### config.mk
export PLATFORM = sky130hd
export DESIGN_NAME = uart_rx_deframer_flat
export DESIGN_NICKNAME = d
export VERILOG_FILES = /design/src/rtl/uart_pkg.sv /design/src/rtl/uart_rx_deframer_if.sv /design/src/rtl/uart_baud_tick.sv /design/src/rtl/uart_rx_deframer.sv /design/src/flat_wrapper.sv
export SDC_FILE = /design/constraint.sdc
export NUM_CORES = 1
export LEC_CHECK = 0
export CAP_MARGIN = 40
export CORE_MARGIN = 3
export CORE_UTILIZATION = 45
export DETAILED_ROUTE_END_ITERATION = 8
export PLACE_DENSITY = 0.74
export SYNTH_ARGS = -nofsm -noshare
export SYNTH_HDL_FRONTEND = slang
export SYNTH_SLANG_ARGS = --single-unit
### constraint.sdc
create_clock -name i_clk -period 4.4 [get_ports i_clk]
set_clock_uncertainty 0.1 [all_clocks]
set_input_delay 0.66 -clock i_clk [delete_from_list [all_inputs] [get_ports i_clk]]
set_output_delay 0.66 -clock i_clk [all_outputs]
set_load 0.02 [all_outputs]
### src/rtl/uart_pkg.sv
// ============================================================================
// Module  : uart_pkg
// Brief   : Shared constants, receive FSM encoding and majority helper for
//           the Amber UART receive path.
// Rev     : 1.0  initial release
// ============================================================================
`default_nettype none

package uart_pkg;

    localparam int UART_OVS       = 16;
    localparam int UART_SAMPLE_LO = 7;
    localparam int UART_SAMPLE_HI = 9;
    localparam int UART_DATA_BITS = 8;

    typedef enum logic [3:0] {
        RXD_IDLE      = 4'd0,
        RXD_START     = 4'd1,
        RXD_DATA      = 4'd2,
`ifdef AMBER_UART_RX_PARITY_EN
        RXD_PARITY    = 4'd3,
`endif
        RXD_STOP      = 4'd4,
        RXD_WAIT_HIGH = 4'd5
    } rxd_state_t;

    function automatic logic maj3(input logic a, input logic b, input logic c);
        return (a & b) | (a & c) | (b & c);
    endfunction

endpackage

`default_nettype wire

### src/rtl/uart_rx_deframer_if.sv
// ============================================================================
// Module  : uart_rx_deframer_if
// Brief   : Byte delivery handshake and error pulses between the UART receive
//           deframer (master) and the RX FIFO push port (slave).
// Rev     : 1.0  initial release
// ============================================================================
`default_nettype none

interface uart_rx_deframer_if;
    import uart_pkg::*;

    logic [UART_DATA_BITS-1:0] o_rx_data;
    logic                      o_rx_valid;
    logic                      i_rx_ready;
    logic                      o_frame_err;
    logic                      o_overrun;
    logic                      o_parity_err;

    modport master (
        output o_rx_data, o_rx_valid, o_frame_err, o_overrun, o_parity_err,
        input  i_rx_ready
    );

    modport slave (
        input  o_rx_data, o_rx_valid, o_frame_err, o_overrun, o_parity_err,
        output i_rx_ready
    );
endinterface

`default_nettype wire

### src/rtl/uart_baud_tick.sv
// ============================================================================
// Module  : uart_baud_tick
// Brief   : Free-running oversample tick divider with synchronous re-phase
//           clear; shared by the UART receive and transmit paths.
// Rev     : 1.0  initial release
// ============================================================================
`default_nettype none

module uart_baud_tick #(
    parameter int TICK_DIV = 11
) (
    input  logic i_clk,
    input  logic i_rst_n,
    input  logic i_clr,
    output logic o_tick
);

    localparam int                c_cnt_w = (TICK_DIV > 1) ? $clog2(TICK_DIV) : 1;
    localparam logic [c_cnt_w-1:0] c_last = c_cnt_w'(TICK_DIV - 1);

    logic [c_cnt_w-1:0] r_cnt;

    always_ff @(posedge i_clk or negedge i_rst_n) begin
        if (!i_rst_n) begin
            r_cnt <= '0;
        end else if (i_clr || (r_cnt == c_last)) begin
            r_cnt <= '0;
        end else begin
            r_cnt <= r_cnt + 1'b1;
        end
    end

    // A clear in the same cycle suppresses the tick so the new phase starts clean.
    assign o_tick = (r_cnt == c_last) && !i_clr;

endmodule

`default_nettype wire

### src/rtl/uart_rx_deframer.sv
// ============================================================================
// Module  : uart_rx_deframer
// Brief   : UART receive front end: pin synchroniser, 16x oversampling with
//           3-sample majority vote, 8N1 deframing (8E1 when the macro
//           AMBER_UART_RX_PARITY_EN is defined), single holding register.
// Rev     : 1.0  initial release
// ============================================================================
`default_nettype none

module uart_rx_deframer
    import uart_pkg::*;
#(
    parameter int TICK_DIV = 11,
    parameter int OVS      = 16
) (
    input  logic                i_clk,
    input  logic                i_rst_n,
    input  logic                i_uart_rxd,
    uart_rx_deframer_if.master  rx
);

    generate
        if (OVS != UART_OVS) begin : g_ovs_check
            $error("uart_rx_deframer: OVS must be 16");
        end
    endgenerate

    localparam logic [2:0] c_last_bit = 3'(UART_DATA_BITS - 1);

    logic       r_rxd_meta, r_rxd_s, r_rxd_prev;
    logic [1:0] r_sync_vld;
    logic       w_fall, w_start, w_tick, w_maj, w_mid, w_end;

    rxd_state_t r_state, w_state_nxt;
    logic [3:0] r_ovs_cnt;
    logic [2:0] r_bit_cnt;
    logic [1:0] r_smp;
    logic [7:0] r_shreg;
    logic       w_shift, w_good_stop, w_bad_stop, w_bit_clr, w_bit_inc;

    logic [7:0] r_rx_data;
    logic       r_rx_valid, r_frame_err, r_overrun;

    // r_rxd_prev only follows the pin once real samples have flushed through,
    // so a line that is low at reset release never looks like a start edge.
    always_ff @(posedge i_clk or negedge i_rst_n) begin
        if (!i_rst_n) begin
            r_rxd_meta <= 1'b1;
            r_rxd_s    <= 1'b1;
            r_rxd_prev <= 1'b0;
            r_sync_vld <= 2'b00;
        end else begin
            r_rxd_meta <= i_uart_rxd;
            r_rxd_s    <= r_rxd_meta;
            r_sync_vld <= {r_sync_vld[0], 1'b1};
            r_rxd_prev <= r_sync_vld[1] & r_rxd_s;
        end
    end

    assign w_fall  = r_rxd_prev & ~r_rxd_s;
    assign w_start = (r_state == RXD_IDLE) && w_fall;

    uart_baud_tick #(.TICK_DIV(TICK_DIV)) u_tick (
        .i_clk   (i_clk),
        .i_rst_n (i_rst_n),
        .i_clr   (w_start),
        .o_tick  (w_tick)
    );

    assign w_maj = maj3(r_smp[0], r_smp[1], r_rxd_s);
    assign w_mid = w_tick && (r_ovs_cnt == 4'(UART_SAMPLE_HI));
    assign w_end = w_tick && (r_ovs_cnt == 4'(UART_OVS - 1));

    always_ff @(posedge i_clk or negedge i_rst_n) begin
        if (!i_rst_n) r_state <= RXD_IDLE;
        else          r_state <= w_state_nxt;
    end

    always_comb begin
        w_state_nxt = r_state;
        w_shift     = 1'b0;
        w_good_stop = 1'b0;
        w_bad_stop  = 1'b0;
        w_bit_clr   = 1'b0;
        w_bit_inc   = 1'b0;
        case (r_state)
            RXD_IDLE: if (w_fall) w_state_nxt = RXD_START;
            RXD_START: begin
                if (w_mid && w_maj) begin
                    w_state_nxt = RXD_IDLE;
                end else if (w_end) begin
                    w_state_nxt = RXD_DATA;
                    w_bit_clr   = 1'b1;
                end
            end
            RXD_DATA: begin
                w_shift = w_mid;
                if (w_end) begin
                    w_bit_inc = 1'b1;
                    if (r_bit_cnt == c_last_bit) begin
`ifdef AMBER_UART_RX_PARITY_EN
                        w_state_nxt = RXD_PARITY;
`else
                        w_state_nxt = RXD_STOP;
`endif
                    end
                end
            end
`ifdef AMBER_UART_RX_PARITY_EN
            RXD_PARITY: if (w_end) w_state_nxt = RXD_STOP;
`endif
            // The stop decision is taken at mid-bit so a fast transmitter's
            // next start edge is not missed.
            RXD_STOP: begin
                if (w_mid) begin
                    if (w_maj) begin
                        w_good_stop = 1'b1;
                        w_state_nxt = RXD_IDLE;
                    end else begin
                        w_bad_stop  = 1'b1;
                        w_state_nxt = RXD_WAIT_HIGH;
                    end
                end
            end
            RXD_WAIT_HIGH: if (r_rxd_s) w_state_nxt = RXD_IDLE;
            default:       w_state_nxt = RXD_IDLE;
        endcase
    end

    always_ff @(posedge i_clk or negedge i_rst_n) begin
        if (!i_rst_n) begin
            r_ovs_cnt   <= '0;
            r_bit_cnt   <= '0;
            r_smp       <= 2'b11;
            r_shreg     <= '0;
            r_rx_data   <= '0;
            r_rx_valid  <= 1'b0;
            r_frame_err <= 1'b0;
            r_overrun   <= 1'b0;
        end else begin
            if (w_start)     r_ovs_cnt <= '0;
            else if (w_tick) r_ovs_cnt <= r_ovs_cnt + 4'd1;

            if (w_bit_clr)      r_bit_cnt <= '0;
            else if (w_bit_inc) r_bit_cnt <= r_bit_cnt + 3'd1;

            if (w_tick && (r_ovs_cnt == 4'(UART_SAMPLE_LO)))     r_smp[0] <= r_rxd_s;
            if (w_tick && (r_ovs_cnt == 4'(UART_SAMPLE_LO + 1))) r_smp[1] <= r_rxd_s;

            if (w_shift) r_shreg <= {w_maj, r_shreg[7:1]};

            r_frame_err <= w_bad_stop;
            r_overrun   <= w_good_stop && r_rx_valid && !rx.i_rx_ready;

            if (w_good_stop && (!r_rx_valid || rx.i_rx_ready)) begin
                r_rx_data  <= r_shreg;
                r_rx_valid <= 1'b1;
            end else if (r_rx_valid && rx.i_rx_ready) begin
                r_rx_valid <= 1'b0;
            end
        end
    end

`ifdef AMBER_UART_RX_PARITY_EN
    logic r_par_bad, r_parity_err;

    always_ff @(posedge i_clk or negedge i_rst_n) begin
        if (!i_rst_n) begin
            r_par_bad    <= 1'b0;
            r_parity_err <= 1'b0;
        end else begin
            if ((r_state == RXD_PARITY) && w_mid) r_par_bad <= w_maj ^ (^r_shreg);
            r_parity_err <= w_good_stop && r_par_bad;
        end
    end

    assign rx.o_parity_err = r_parity_err;
`else
    assign rx.o_parity_err = 1'b0;
`endif

    assign rx.o_rx_data   = r_rx_data;
    assign rx.o_rx_valid  = r_rx_valid;
    assign rx.o_frame_err = r_frame_err;
    assign rx.o_overrun   = r_overrun;

endmodule

`default_nettype wire

### src/flat_wrapper.sv
// flat-port wrapper written by rule: the top's interface ports become plain ports
module uart_rx_deframer_flat import uart_pkg::*;
#(
    parameter int TICK_DIV = 11,
    parameter int OVS      = 16
)
  (i_clk, i_rst_n, i_uart_rxd, rx_o_rx_data, rx_o_rx_valid, rx_o_frame_err, rx_o_overrun, rx_o_parity_err, rx_i_rx_ready);
  uart_rx_deframer_if rx_i ();
  input  logic i_clk;
  input  logic i_rst_n;
  input  logic i_uart_rxd;
  output wire logic [$bits(rx_i.o_rx_data)-1:0] rx_o_rx_data;
  output wire logic [$bits(rx_i.o_rx_valid)-1:0] rx_o_rx_valid;
  output wire logic [$bits(rx_i.o_frame_err)-1:0] rx_o_frame_err;
  output wire logic [$bits(rx_i.o_overrun)-1:0] rx_o_overrun;
  output wire logic [$bits(rx_i.o_parity_err)-1:0] rx_o_parity_err;
  input wire logic [$bits(rx_i.i_rx_ready)-1:0] rx_i_rx_ready;
  assign rx_o_rx_data = rx_i.o_rx_data;
  assign rx_o_rx_valid = rx_i.o_rx_valid;
  assign rx_o_frame_err = rx_i.o_frame_err;
  assign rx_o_overrun = rx_i.o_overrun;
  assign rx_o_parity_err = rx_i.o_parity_err;
  assign rx_i.i_rx_ready = rx_i_rx_ready;
  uart_rx_deframer #(.TICK_DIV(TICK_DIV), .OVS(OVS)) u_core (.i_clk(i_clk), .i_rst_n(i_rst_n), .i_uart_rxd(i_uart_rxd), .rx(rx_i));
endmodule
* Yosys cells after proc, flatten, opt, wreduce, memory -nomap -nowiden
Index checks and enable logic that the tools add are counted.
** Cells by class
- Add/subtract/negate cells :: 3
- Multipliers :: 0
- Div/mod/pow operators :: 0
- Order comparisons :: 0
- Equal/unequal tests :: 16
- Shifts and indexed selects :: 0
- Mux-type cells :: 27
- Bitwise gates (word level) :: 8
- Reduce and logical (&&, ||, !) cells :: 21
** Operator list (number)
- $mux W4 :: 10
- $pmux W4 S5 :: 1
- $eq A4 B4 Y1 const B :: 4
- $mux W1 :: 13
- $eq A4 B3 Y1 const B :: 3
- $logic_and A1 B1 Y1 :: 11
- $ne A2 B1 Y1 const B :: 5
- $mux W3 :: 3
- $add A4 B1 Y4 const B :: 2
- $reduce_and A6 Y1 :: 1
- $reduce_bool A2 Y1 :: 3
- $and A1 B1 Y1 :: 5
- $eq A4 B1 Y1 const B :: 1
- $eq A4 B2 Y1 const B :: 1
- $logic_not A4 Y1 :: 1
- $add A3 B1 Y3 const B :: 1
- $eq A3 B3 Y1 const B :: 1
- $logic_not A1 Y1 :: 3
- $ne A3 B1 Y1 const B :: 1
- $logic_or A1 B1 Y1 :: 2
- $or A1 B1 Y1 :: 2
- $not A1 Y1 :: 1
** Word-level totals
- Bits in registers :: 41
- Latch bits :: 0
- Memory bits (writable) :: 0
- Bits in read-only memories :: 0
- Bits of input ports :: 4
- Word-level logic and storage cells :: 90
- Memories :: 0

* Longest topological paths before layout
Gate-level depths: netlist of the first run.
- Depth in word-level cells :: 10
- Depth in mapped cells :: 8
- Gate-level depth less buffers :: 6

* Cells and area by module
From an unflattened synthesis of the first run, not the netlist that was laid out.
** Unflattened totals
- Cell total of the unflattened synthesis :: 143
- Area, all modules :: 1806.7 µm²
** By module, submodules not included
- uart_rx_deframer :: instances 1, cells each 123, area each 1602.8 µm², seq. area each 905.9 µm²
- uart_baud_tick :: instances 1, cells each 20, area each 203.9 µm², seq. area each 100.1 µm²

* Worst setup path after synthesis of the first run
No wires, ideal clock.
- Kind :: register to register
- From :: register u_core.u_tick.r_cnt[0]
- To :: register u_core.r_shreg[0]
- Setup time :: 0.125 ns
- Data arrival time :: 1.660 ns
- Path slack :: 2.515 ns
- Stages on the path, launching flop included :: 8
- Cells stage by stage :: dfrtp_1 > inv_1 > ha_1 > and3b_1 > buf_2 > nand2_1 > nor3_4 > mux2_2
** Between the ends
- Word-level cells in the longest chain between the ends :: 4
** RTL lines
- start, declared :: line uart_baud_tick.sv:21 : logic [c_cnt_w-1:0] r_cnt;
- start signal, assigned :: line uart_baud_tick.sv:29 : r_cnt <= r_cnt + 1'b1;
- $eq A4 B4 Y1 :: line uart_baud_tick.sv:34 : assign o_tick = (r_cnt == c_last) && !i_clr;
- $logic_and A1 B1 Y1 :: line uart_baud_tick.sv:34
- $logic_and A1 B1 Y1 :: line uart_rx_deframer.sv:71 : assign w_mid = w_tick && (r_ovs_cnt == 4'(UART_SAMPLE_HI));
- $mux W1 :: line uart_rx_deframer.sv:86 : case (r_state)
- end signal, assigned :: line uart_rx_deframer.sv:150 : if (w_shift) r_shreg <= {w_maj, r_shreg[7:1]};
- end, declared :: line uart_rx_deframer.sv:38 : logic [7:0] r_shreg;
Every way passes these cells.
A chain may end at the register's enable or synchronous reset.

* Worst setup path after layout of the first run
- From :: register u_core.u_tick.r_cnt[0]
- To :: register u_core.r_rx_data[7], in the netlist u_core.rx.o_rx_data[7]
** Between the ends
- Word-level cells in the longest chain between the ends :: 6
** RTL lines
- $eq A4 B4 Y1 :: line uart_baud_tick.sv:34
- $logic_and A1 B1 Y1 :: line uart_baud_tick.sv:34
- $logic_and A1 B1 Y1 :: line uart_rx_deframer.sv:71
- $mux W1 :: line uart_rx_deframer.sv:115 : if (w_mid) begin
- $mux W1 :: line uart_rx_deframer.sv:86
- $logic_and A1 B1 Y1 :: line uart_rx_deframer.sv:155 : if (w_good_stop && (!r_rx_valid || rx.i_rx_ready)) begin
- end signal, assigned :: line uart_rx_deframer.sv:156 : r_rx_data <= r_shreg;
- end, declared :: line uart_rx_deframer.sv:41 : logic [7:0] r_rx_data;
Every way passes these cells.

==> impl_metrics.ini, run 1 <==
[floorplanning]
die_width_um = 70.6
num_rows = 22
core_um2 = 3850
start_util_pct = 48.8
die_y_um = 70.6
ios = 16
die_area_um2 = 4990

[setup_path]
path_max_fanout = 16
critPathKind = reg -> reg
crit_end = u_core.rx.o_rx_data[7]$_DFFE_PN0P_
slowest_stage = nor2b_1
cpPeakStageDelay_ns = 0.60
cp.required_ns = 4.47
startpoint_type = flip-flop
reg2reg_setup_slack_ns = 1.75
path_cells = inv_1, ha_1, and3b_1, nand4_1, nor2b_1, mux2_2
r2r_start = u_core.u_tick.r_cnt[0]$_DFF_PN0_
startpoint = u_core.u_tick.r_cnt[0]$_DFF_PN0_
worstPathArrival_ns = 2.72
r2r_cells = 6
critical_path.endpoint_type = flip-flop
reg2reg_to = u_core.rx.o_rx_data[7]$_DFFE_PN0P_

[clock_network]
clockRootBuffer = clkbuf_8
cts.htree.levels = 2
clk_pin_slew_ns = 0.07
cts_hold_buf = 0
cts-resized-gates = 0
cts_inserted_buffers = 5
clock_sinks = 40
cts_buffer_depth = 2
postCtsSetupBuffers = 0
clk-insertion-delay-late_ns = 0.29
cts_tree = built

[power]
p_total_uw = 839
vdd_drop_max_v = 0.000231
leakage_nw = 0.996
p_per_area_nw_per_um2 = 389

[global_route]
track_usage_pct = 13.9
grt_pass1_wl_um = 5640
grt_use_met3_pct = 3.55
use_met2_pct = 22.0
grt.overflow.total = 0
grt.busiest_layer = met2
use_met1_pct = 18.5
grt_pass1_vias = 1209
grt_antenna_before_repair = 0
grt_max_degree = 41

[synth]
synthSimpleGateAreaFrac_pct = 17.2
synthTopCellsByCount = 36 x dfrtp_1, 18 x mux2_2, 15 x nor2_1, 7 x ha_1, 7 x nand2_1
synth_edf_count = 0
syn_nets = 166
synthTopCellsByArea = dfrtp_1 48%, mux2_2 11%, dfstp_2 5.6%
async_reset_ff_share_pct = 100
synth_top_family_by_area = simple AND/OR/NAND/NOR gates
synthAdderAreaFrac_pct = 5.26
synth_most_common_cell = dfrtp_1
ys_types = 42
synth_area_leader_cell = dfrtp_1
synthMuxAreaShare_pct = 10.8
synth_ff_type = dfrtp_1
synth_top_cell_area_share_pct = 47.9
syn-cell-area_um2 = 1880
syn_inst = 155
synth-xor-area-share_pct = 2.33
avgSynthCellArea_um2 = 12.1
yosysSeqAreaShare_pct = 53.5
synth_seq_cells = 40
synth-compound-area-share_pct = 7.32
yosys_warnings = 0

[outcome]
status = finished clean

[routing]
wl_per_cell_um = 14.0
routed_wl_um = 3070
drtIter0Drc = 67
vias = 1170
drc = 0
post_drt_via_cell_ratio = 5.34
first_pass_iters = 4
postRouteAntennaNets = 0

[job]
maxCapViolCount = 0

[cells_and_area]
antenna_cells = 0
drive_above_1_share_pct = 24.6
final_core_util_pct = 55.9
area_delta_synth_final_pct = 14.7
fin_nets = 181

[sta]
setup_tns_ns = 0
min_period_ns = 2.65
timing_hold_violations_final = 0
max_freq_ghz = 0.378
worstMarginPinSlew_ns = 0.667
rsz0062_at_grt = false
finalCritPeriodShare_pct = 60.2
whs_ns = 0.228
slew_headroom_pct = 55.5
slew_viol_final = 0
setup_viol = 0

[placement]
place_congestion = 0.785
dp_hpwl_um = 2220
io_buffers = 14

[worst_hold_path]
min_path_type = in -> async
[where the power goes]
group / internal (mW) / switching, mW / leakage [nW]
sequential: 0.407 / 0.0450 / 0.523
combinational: 0.0617 / 0.0738 / 0.429
clock: 0.127 / 0.125 / 0.0434
[critical path, delay by kind of cell (launching register included)]
kind,cells,cell delay [ns]
adder cells (fa/ha/maj),1,0.13
buffers and inverters,1,0.07
multiplexers,1,0.41
AND/OR/NAND/NOR,3,1.41
flip-flops,1,0.41
[cell type report]
class                           instances  area [um^2]
Inverter                                6         22.5
Multi-Input combinational cell        102          815
Fill cell                             315         1700
Timing Repair Buffer                   15          155
Clock buffer                            6         82.6
Sequential cell                        40         1010
Clock inverter                          2         15.0
Tap cell                               48         60.1
[flip-flops by register name, indices dropped and copies added (netlist names)]
| register | cells |
|---|---|
| u_core.r_smp | 2 |
| u_core.r_ovs_cnt | 4 |
| u_core.r_rxd_meta | 1 |
| u_core.r_bit_cnt | 3 |
| u_core.r_shreg | 8 |
| u_core.r_state | 3 |
| u_core.r_sync_vld | 2 |
| u_core.r_rxd_prev | 1 |
| u_core.rx.o_overrun | 1 |
| u_core.rx.o_frame_err | 1 |
| u_core.u_tick.r_cnt | 4 |
| u_core.r_rxd_s | 1 |
| u_core.rx.o_rx_valid | 1 |
| u_core.rx.o_rx_data | 8 |
[cells by family (layout without fill, tap and decap cells)]
group / count (synthesis) / in the layout
mux: 18 / 18
compound gates: 17 / 17
other cells: 2 / 2
fa+ha+maj: 8 / 8
flops: 40 / 40
simple gates: 52 / 52
xor+xnor: 5 / 5
buf+inv: 13 / 29
[placed cells by master, fill, tap and decap left out, types with 4 or more instances in the layout]
cell type        count
dfrtp_1             36
mux2_2              18
nor2_1              15
clkdlybuf4s50_1     13
nand2_1              7
ha_1                 7
inv_1                6
clkbuf_8             6
a21oi_1              5
nor3b_1              4
nand4_1              4
nand2b_1             4
dfstp_2              4
[stage by stage]
stage                     instance area, um^2  instances  setup slack [ns]
after floorplan                          1880        155              2.52
after global placement                   2040        210              1.90
after detailed placement                 2040        210              1.74
after CTS                                2140        218              1.75
after global routing                     2160        219              1.54
final                                    2160        219              1.75
[worst min path at each step]
stage,start,endpoint,slack [ns],cells past startpoint
final,i_rst_n,u_core.r_ovs_cnt[0]$_DFFE_PN0P_,0.23,2
after CTS,u_core.r_rxd_meta$_DFF_PN1_,u_core.r_rxd_s$_DFF_PN1_,0.27,0
after global routing,i_rst_n,u_core.r_state[2]$_DFFE_PN0P_,0.24,2
after global placement,u_core.r_sync_vld[0]$_DFF_PN0_,u_core.r_sync_vld[1]$_DFF_PN0_,0.23,0
after detailed placement,u_core.r_sync_vld[0]$_DFF_PN0_,u_core.r_sync_vld[1]$_DFF_PN0_,0.24,0
after floorplan,u_core.r_sync_vld[0]$_DFF_PN0_,u_core.r_sync_vld[1]$_DFF_PN0_,0.23,0
[routing by layer]
layer  up-vias  wire (um)  part of all wire [%]
met5         -          0                     0
met4         0         31                   1.0
met3         4        112                   3.6
met2        18       1430                    46
met1       578       1500                    49
li1        570          -                     -
(Power assumes the default switching activity.)
==> inputs of run 2 (changes only) <==
clock period = 2.67 ns   (was 4.4 ns; I/O delays follow)
==> run 2 against run 1 <==
Compared with the run above:
- sequential power is 65% higher
- hold slack worse by 0.10 ns
- core utilization is 0.26 points lower
- critical path type unchanged
- critical endpoint is now u_core.r_shreg[5]$_DFFE_PN0P_
==> impl_metrics.ini, run 2 (synthesis gave the netlist of run 1 again) <==
[outcome]
status = finished clean

[sta]
max_freq_ghz = 0.466
worstMarginPinSlew_ns = 0.845
min_period_ns = 2.15
finalCritPeriodShare_pct = 80.4
rsz0062_at_grt = false
slew_viol_final = 0
timing_hold_violations_final = 0
slew_headroom_pct = 43.6
setup_viol = 0
setup_tns_ns = 0

[clock_network]
cts.htree.levels = 2
postCtsSetupBuffers = 0
cts_hold_buf = 0
cts_inserted_buffers = 5
cts-resized-gates = 0
clock_sinks = 40
clockRootBuffer = clkbuf_8
cts_tree = built
cts_buffer_depth = 2
clk_pin_slew_ns = 0.07
clk-insertion-delay-late_ns = 0.28

[routing]
postRouteAntennaNets = 0
wl_met1_um = 1390
wl_per_cell_um = 13.8
first_pass_iters = 4
top_layer_used = met4
routed_wl_um = 3030
vias = 1169
drc = 0
drtIter0Drc = 82
post_drt_via_cell_ratio = 5.31
wl_met3_um = 148
route.met2.wl_um = 1470

[floorplanning]
start_util_pct = 48.8
die_area_um2 = 4990
num_rows = 22
ios = 16
die_width_um = 70.6
die_y_um = 70.6
core_um2 = 3850

[setup_path]
worst_path_dominant_cell_family = simple AND/OR/NAND/NOR gates
path_cells = inv_1, ha_1, and3b_1, nand2_1, nor3_4, mux2_2
cp.required_ns = 2.73
critPathKind = reg -> reg
startpoint_type = flip-flop
startpoint = u_core.u_tick.r_cnt[0]$_DFF_PN0_
cpPeakStageDelay_ns = 0.41
slowest_stage = dfrtp_1
worstPathArrival_ns = 2.21
r2r_cells = 6
path_max_fanout = 11
critical_path.endpoint_type = flip-flop
crit_buf_inv = 1
r2r_start = u_core.u_tick.r_cnt[0]$_DFF_PN0_
worst-path-stages = 6

[placement]
place_congestion = 0.826
dp_hpwl_um = 2200
io_buffers = 14
dpl-instance-area_um2 = 2050

[global_route]
grt_max_degree = 41
track_usage_pct = 13.6
grt_antenna_before_repair = 0
grt.overflow.total = 0
grt_pass1_wl_um = 5570
grt_pass1_vias = 1257

[cells_and_area]
area_delta_synth_final_pct = 14.2
fin_nets = 182
antenna_cells = 0
final_area_um2 = 2150
n_fill_cell = 355
drive_above_1_share_pct = 25.0
layout_commonest_cell = dfrtp_1
final_cell_mix = 36 x dfrtp_1, 18 x mux2_2, 15 x nor2_1

[power]
p_per_area_nw_per_um2 = 639
p_total_mw = 1.37
leakage_nw = 1.00
vdd_drop_max_v = 0.000558

[job]
maxCapViolCount = 0

[worst_hold_path]
min_path_type = in -> async
run 2: changes by cell type in the layout (fill, tap and decap cells not counted):
| cell | delta |
|---|---|
| clkinv_2 | +2 |
| buf_4 | +2 |
| buf_12 | -1 |
| clkinvlp_4 | -2 |
run 2: area by class of cell:
cell class / instances / area, um^2 / share of cell area [%]
tap: 48 / 60.1 / 2.80
clock inverter: 2 / 10.0 / 0.466
multi-input combinational: 102 / 815 / 38.0
timing repair buffer: 16 / 150 / 7.00
inverter: 6 / 22.5 / 1.05
clock buffer: 6 / 82.6 / 3.85
sequential: 40 / 1010 / 46.9
run 2: metrics by stage:
stage	hold WS, ns	setup slack [ns]	instances	util (%)
after floorplan	0.00491	0.785	155	-
after global placement	0.233	0.578	212	53.3
after detailed placement	0.242	0.509	212	53.3
after CTS	0.163	0.502	220	55.7
after global routing	0.198	0.327	220	55.7
final	0.127	0.523	220	55.7
run 2: worst paths after layout:
kind	to	slack, ns
worst max-delay path	u_core.r_shreg[5]$_DFFE_PN0P_	0.52
worst min-delay path	u_core.r_sync_vld[0]$_DFF_PN0_	0.13
worst max register to register	u_core.r_shreg[5]$_DFFE_PN0P_	0.52
worst min register to register	u_core.r_sync_vld[1]$_DFF_PN0_	0.26
max in group asynchronous	u_core.r_shreg[6]$_DFFE_PN0P_	1.82
min in group i_clk	u_core.r_sync_vld[1]$_DFF_PN0_	0.26
run 2: power breakdown:
| part | leakage, nW | internal (mW) | switching, mW |
|---|---|---|---|
| Sequential | 0.523 | 0.671 | 0.0728 |
| Combinational | 0.431 | 0.104 | 0.123 |
| Clock | 0.0510 | 0.206 | 0.195 |
| Total | 1.00 | 0.981 | 0.391 |
run 2: routing by layer:
metal / vias to the layer above / GRT usage, %
met5: - / 0
met4: 0 / 3.13
met3: 2 / 3.98
met2: 23 / 22.6
met1: 574 / 17.7
li1: 570 / -
==> inputs of run 3 (changes only) <==
clock period = 2.2 ns   (was 2.67 ns; I/O delays follow)
==> run 3 against run 2 <==
Compared with the run above:
- sequential share of layout area is 2.1 points lower
- hold slack gained 0.12 ns
- cell count up 2.7%
- critical endpoint is now u_core.rx.o_rx_data[7]$_DFFE_PN0P_
- maximum frequency up 6.3%
- power rose by 33%
- critical path depth up 1
- first-iteration DRC count rose by 7.3%
- largest power group unchanged
- global-route usage rose by 1.3 points
==> impl_metrics.ini, run 3 (synthesis gave the netlist of run 1 again) <==
[outcome]
status = finished clean

[power]
leakage_nw = 1.05
vdd_drop_max_v = 0.000472
swShare_pct = 27.2
p_sw_uw = 495
p_int_mw = 1.32
clkPwrFrac_pct = 34.2
p_comb_share_pct = 16.7
seqPwrFrac_pct = 49.1
p_per_area_nw_per_um2 = 809

[cells_and_area]
drive_above_1_share_pct = 27.5
final_cell_mix = 36 x dfrtp_1, 18 x mux2_2, 15 x nor2_1
final-seq-area_um2 = 1010
n_fill_cell = 311
layout_commonest_cell = dfrtp_1
final_core_util_pct = 58.3
antenna_cells = 0
multi_input_area_um2 = 816
area_delta_synth_final_pct = 19.6
fin_nets = 188

[sta]
setup_tns_ns = 0
setup_viol = 0
finalCritPeriodShare_pct = 91.8
slew_viol_final = 0
min_period_ns = 2.02
max_freq_ghz = 0.495
rsz0062_at_grt = false
timing_hold_violations_final = 0

[global_route]
grt_antenna_before_repair = 0
grt_pass1_vias = 1285
grt_max_degree = 35
grt_pass1_wl_um = 5910
track_usage_pct = 14.8
grt.overflow.total = 0

[routing]
first_pass_iters = 4
postRouteAntennaNets = 0
post_drt_via_cell_ratio = 5.47
routed_wl_um = 3290
wl_per_cell_um = 14.5
drtIter0Drc = 88
vias = 1236
drc = 0

[clock_network]
clk_pin_slew_ns = 0.08
cts.htree.levels = 2
clock_sinks = 40
clk-insertion-delay-late_ns = 0.29
cts_inserted_buffers = 5
cts_buffer_depth = 2
cts_tree = built
clockRootBuffer = clkbuf_8

[placement]
place_congestion = 0.830
io_buffers = 14
dp_hpwl_um = 2410

[floorplanning]
ios = 16
die_y_um = 70.6
die_width_um = 70.6
core_um2 = 3850
num_rows = 22
die_area_um2 = 4990
start_util_pct = 48.8

[setup_path]
path_max_fanout = 8
critPathKind = reg -> reg
startpoint_type = flip-flop
cp.required_ns = 2.28
critical_path.endpoint_type = flip-flop
worstPathArrival_ns = 2.10

[worst_hold_path]
min_path_type = reg -> reg

[job]
maxCapViolCount = 0
## run 3: cell count changes in the layout (fill, tap and decap cells not counted)
cell / previous run / this run
and3b_1: 1 / 0
buf_12: 0 / 2
buf_4: 2 / 5
bufinv_16: 0 / 1
and3b_2: 1 / 2
dlygate4sd3_1: 0 / 1
clkinv_4: 0 / 1
clkinv_2: 2 / 0
## run 3: layer usage
metal	up-vias	global-route usage [%]	share of wire, %
met2	20	23.0	49
met5	-	0	0
met3	8	4.69	4.5
met1	626	19.4	45
met4	0	6.05	1.5
li1	582	-	-
## run 3: metrics by stage
stage	instance area [um^2]	power (mW)	instances	setup WS, ns	hold WS, ns
2_1_floorplan	1880	1.11	155	0.315	-0.0656
3_3_place_gp	2080	1.18	215	0.177	0.234
3_5_place_dp	2100	1.22	216	0.0611	0.0907
4_1_cts	2230	1.85	225	0.0479	0.256
5_1_grt	2250	1.95	226	0.0629	0.264
6_report	2250	1.82	226	0.181	0.249
## run 3: cell type report
class / count / area share (%)
Sequential cell: 40 / 44.7
Timing Repair Buffer: 22 / 9.91
Multi-Input combinational cell: 102 / 36.3
Clock inverter: 2 / 1.73
Clock buffer: 6 / 3.67
Inverter: 6 / 1.00
Tap cell: 48 / 2.67
## run 3: power groups by stage
stage	sequential (mW)	clock [mW]	combinational [mW]
2_1_floorplan	0.885	0	0.230
3_3_place_gp	0.899	0	0.278
3_5_place_dp	0.906	0	0.309
4_1_cts	0.893	0.641	0.313
5_1_grt	0.914	0.675	0.358
6_report	0.893	0.621	0.305
## run 3: worst max-delay path, stage by stage (launching register included)
cell     delay [ns]
dfrtp_1        0.39
inv_1          0.11
ha_1           0.15
and3b_2        0.26
nand4_1        0.19
nor2b_1        0.17
buf_4          0.19
mux2_2         0.35
## run 3: what timing repair did
action / in CTS / in global routing
hold buffers: 1 / 0
setup buffers: 0 / 1
hold endpoints to repair: 6 / 0
endpoints found under the setup margin: 0 / 16
resized for setup: 0 / 1
## run 3: final timing paths
kind	depth (start not counted)	to	slack, ns	start
min	0	u_core.r_sync_vld[1]$_DFF_PN0_	0.25	u_core.r_sync_vld[0]$_DFF_PN0_
min reg2reg	0	u_core.r_sync_vld[1]$_DFF_PN0_	0.25	u_core.r_sync_vld[0]$_DFF_PN0_
max in group asynchronous	3	u_core.r_rxd_s$_DFF_PN1_	1.20	i_rst_n
max	7	u_core.rx.o_rx_data[7]$_DFFE_PN0P_	0.18	u_core.r_ovs_cnt[1]$_DFFE_PN0P_
min in group asynchronous	2	u_core.r_ovs_cnt[1]$_DFFE_PN0P_	0.31	i_rst_n
max reg2reg	7	u_core.rx.o_rx_data[7]$_DFFE_PN0P_	0.18	u_core.r_ovs_cnt[1]$_DFFE_PN0P_
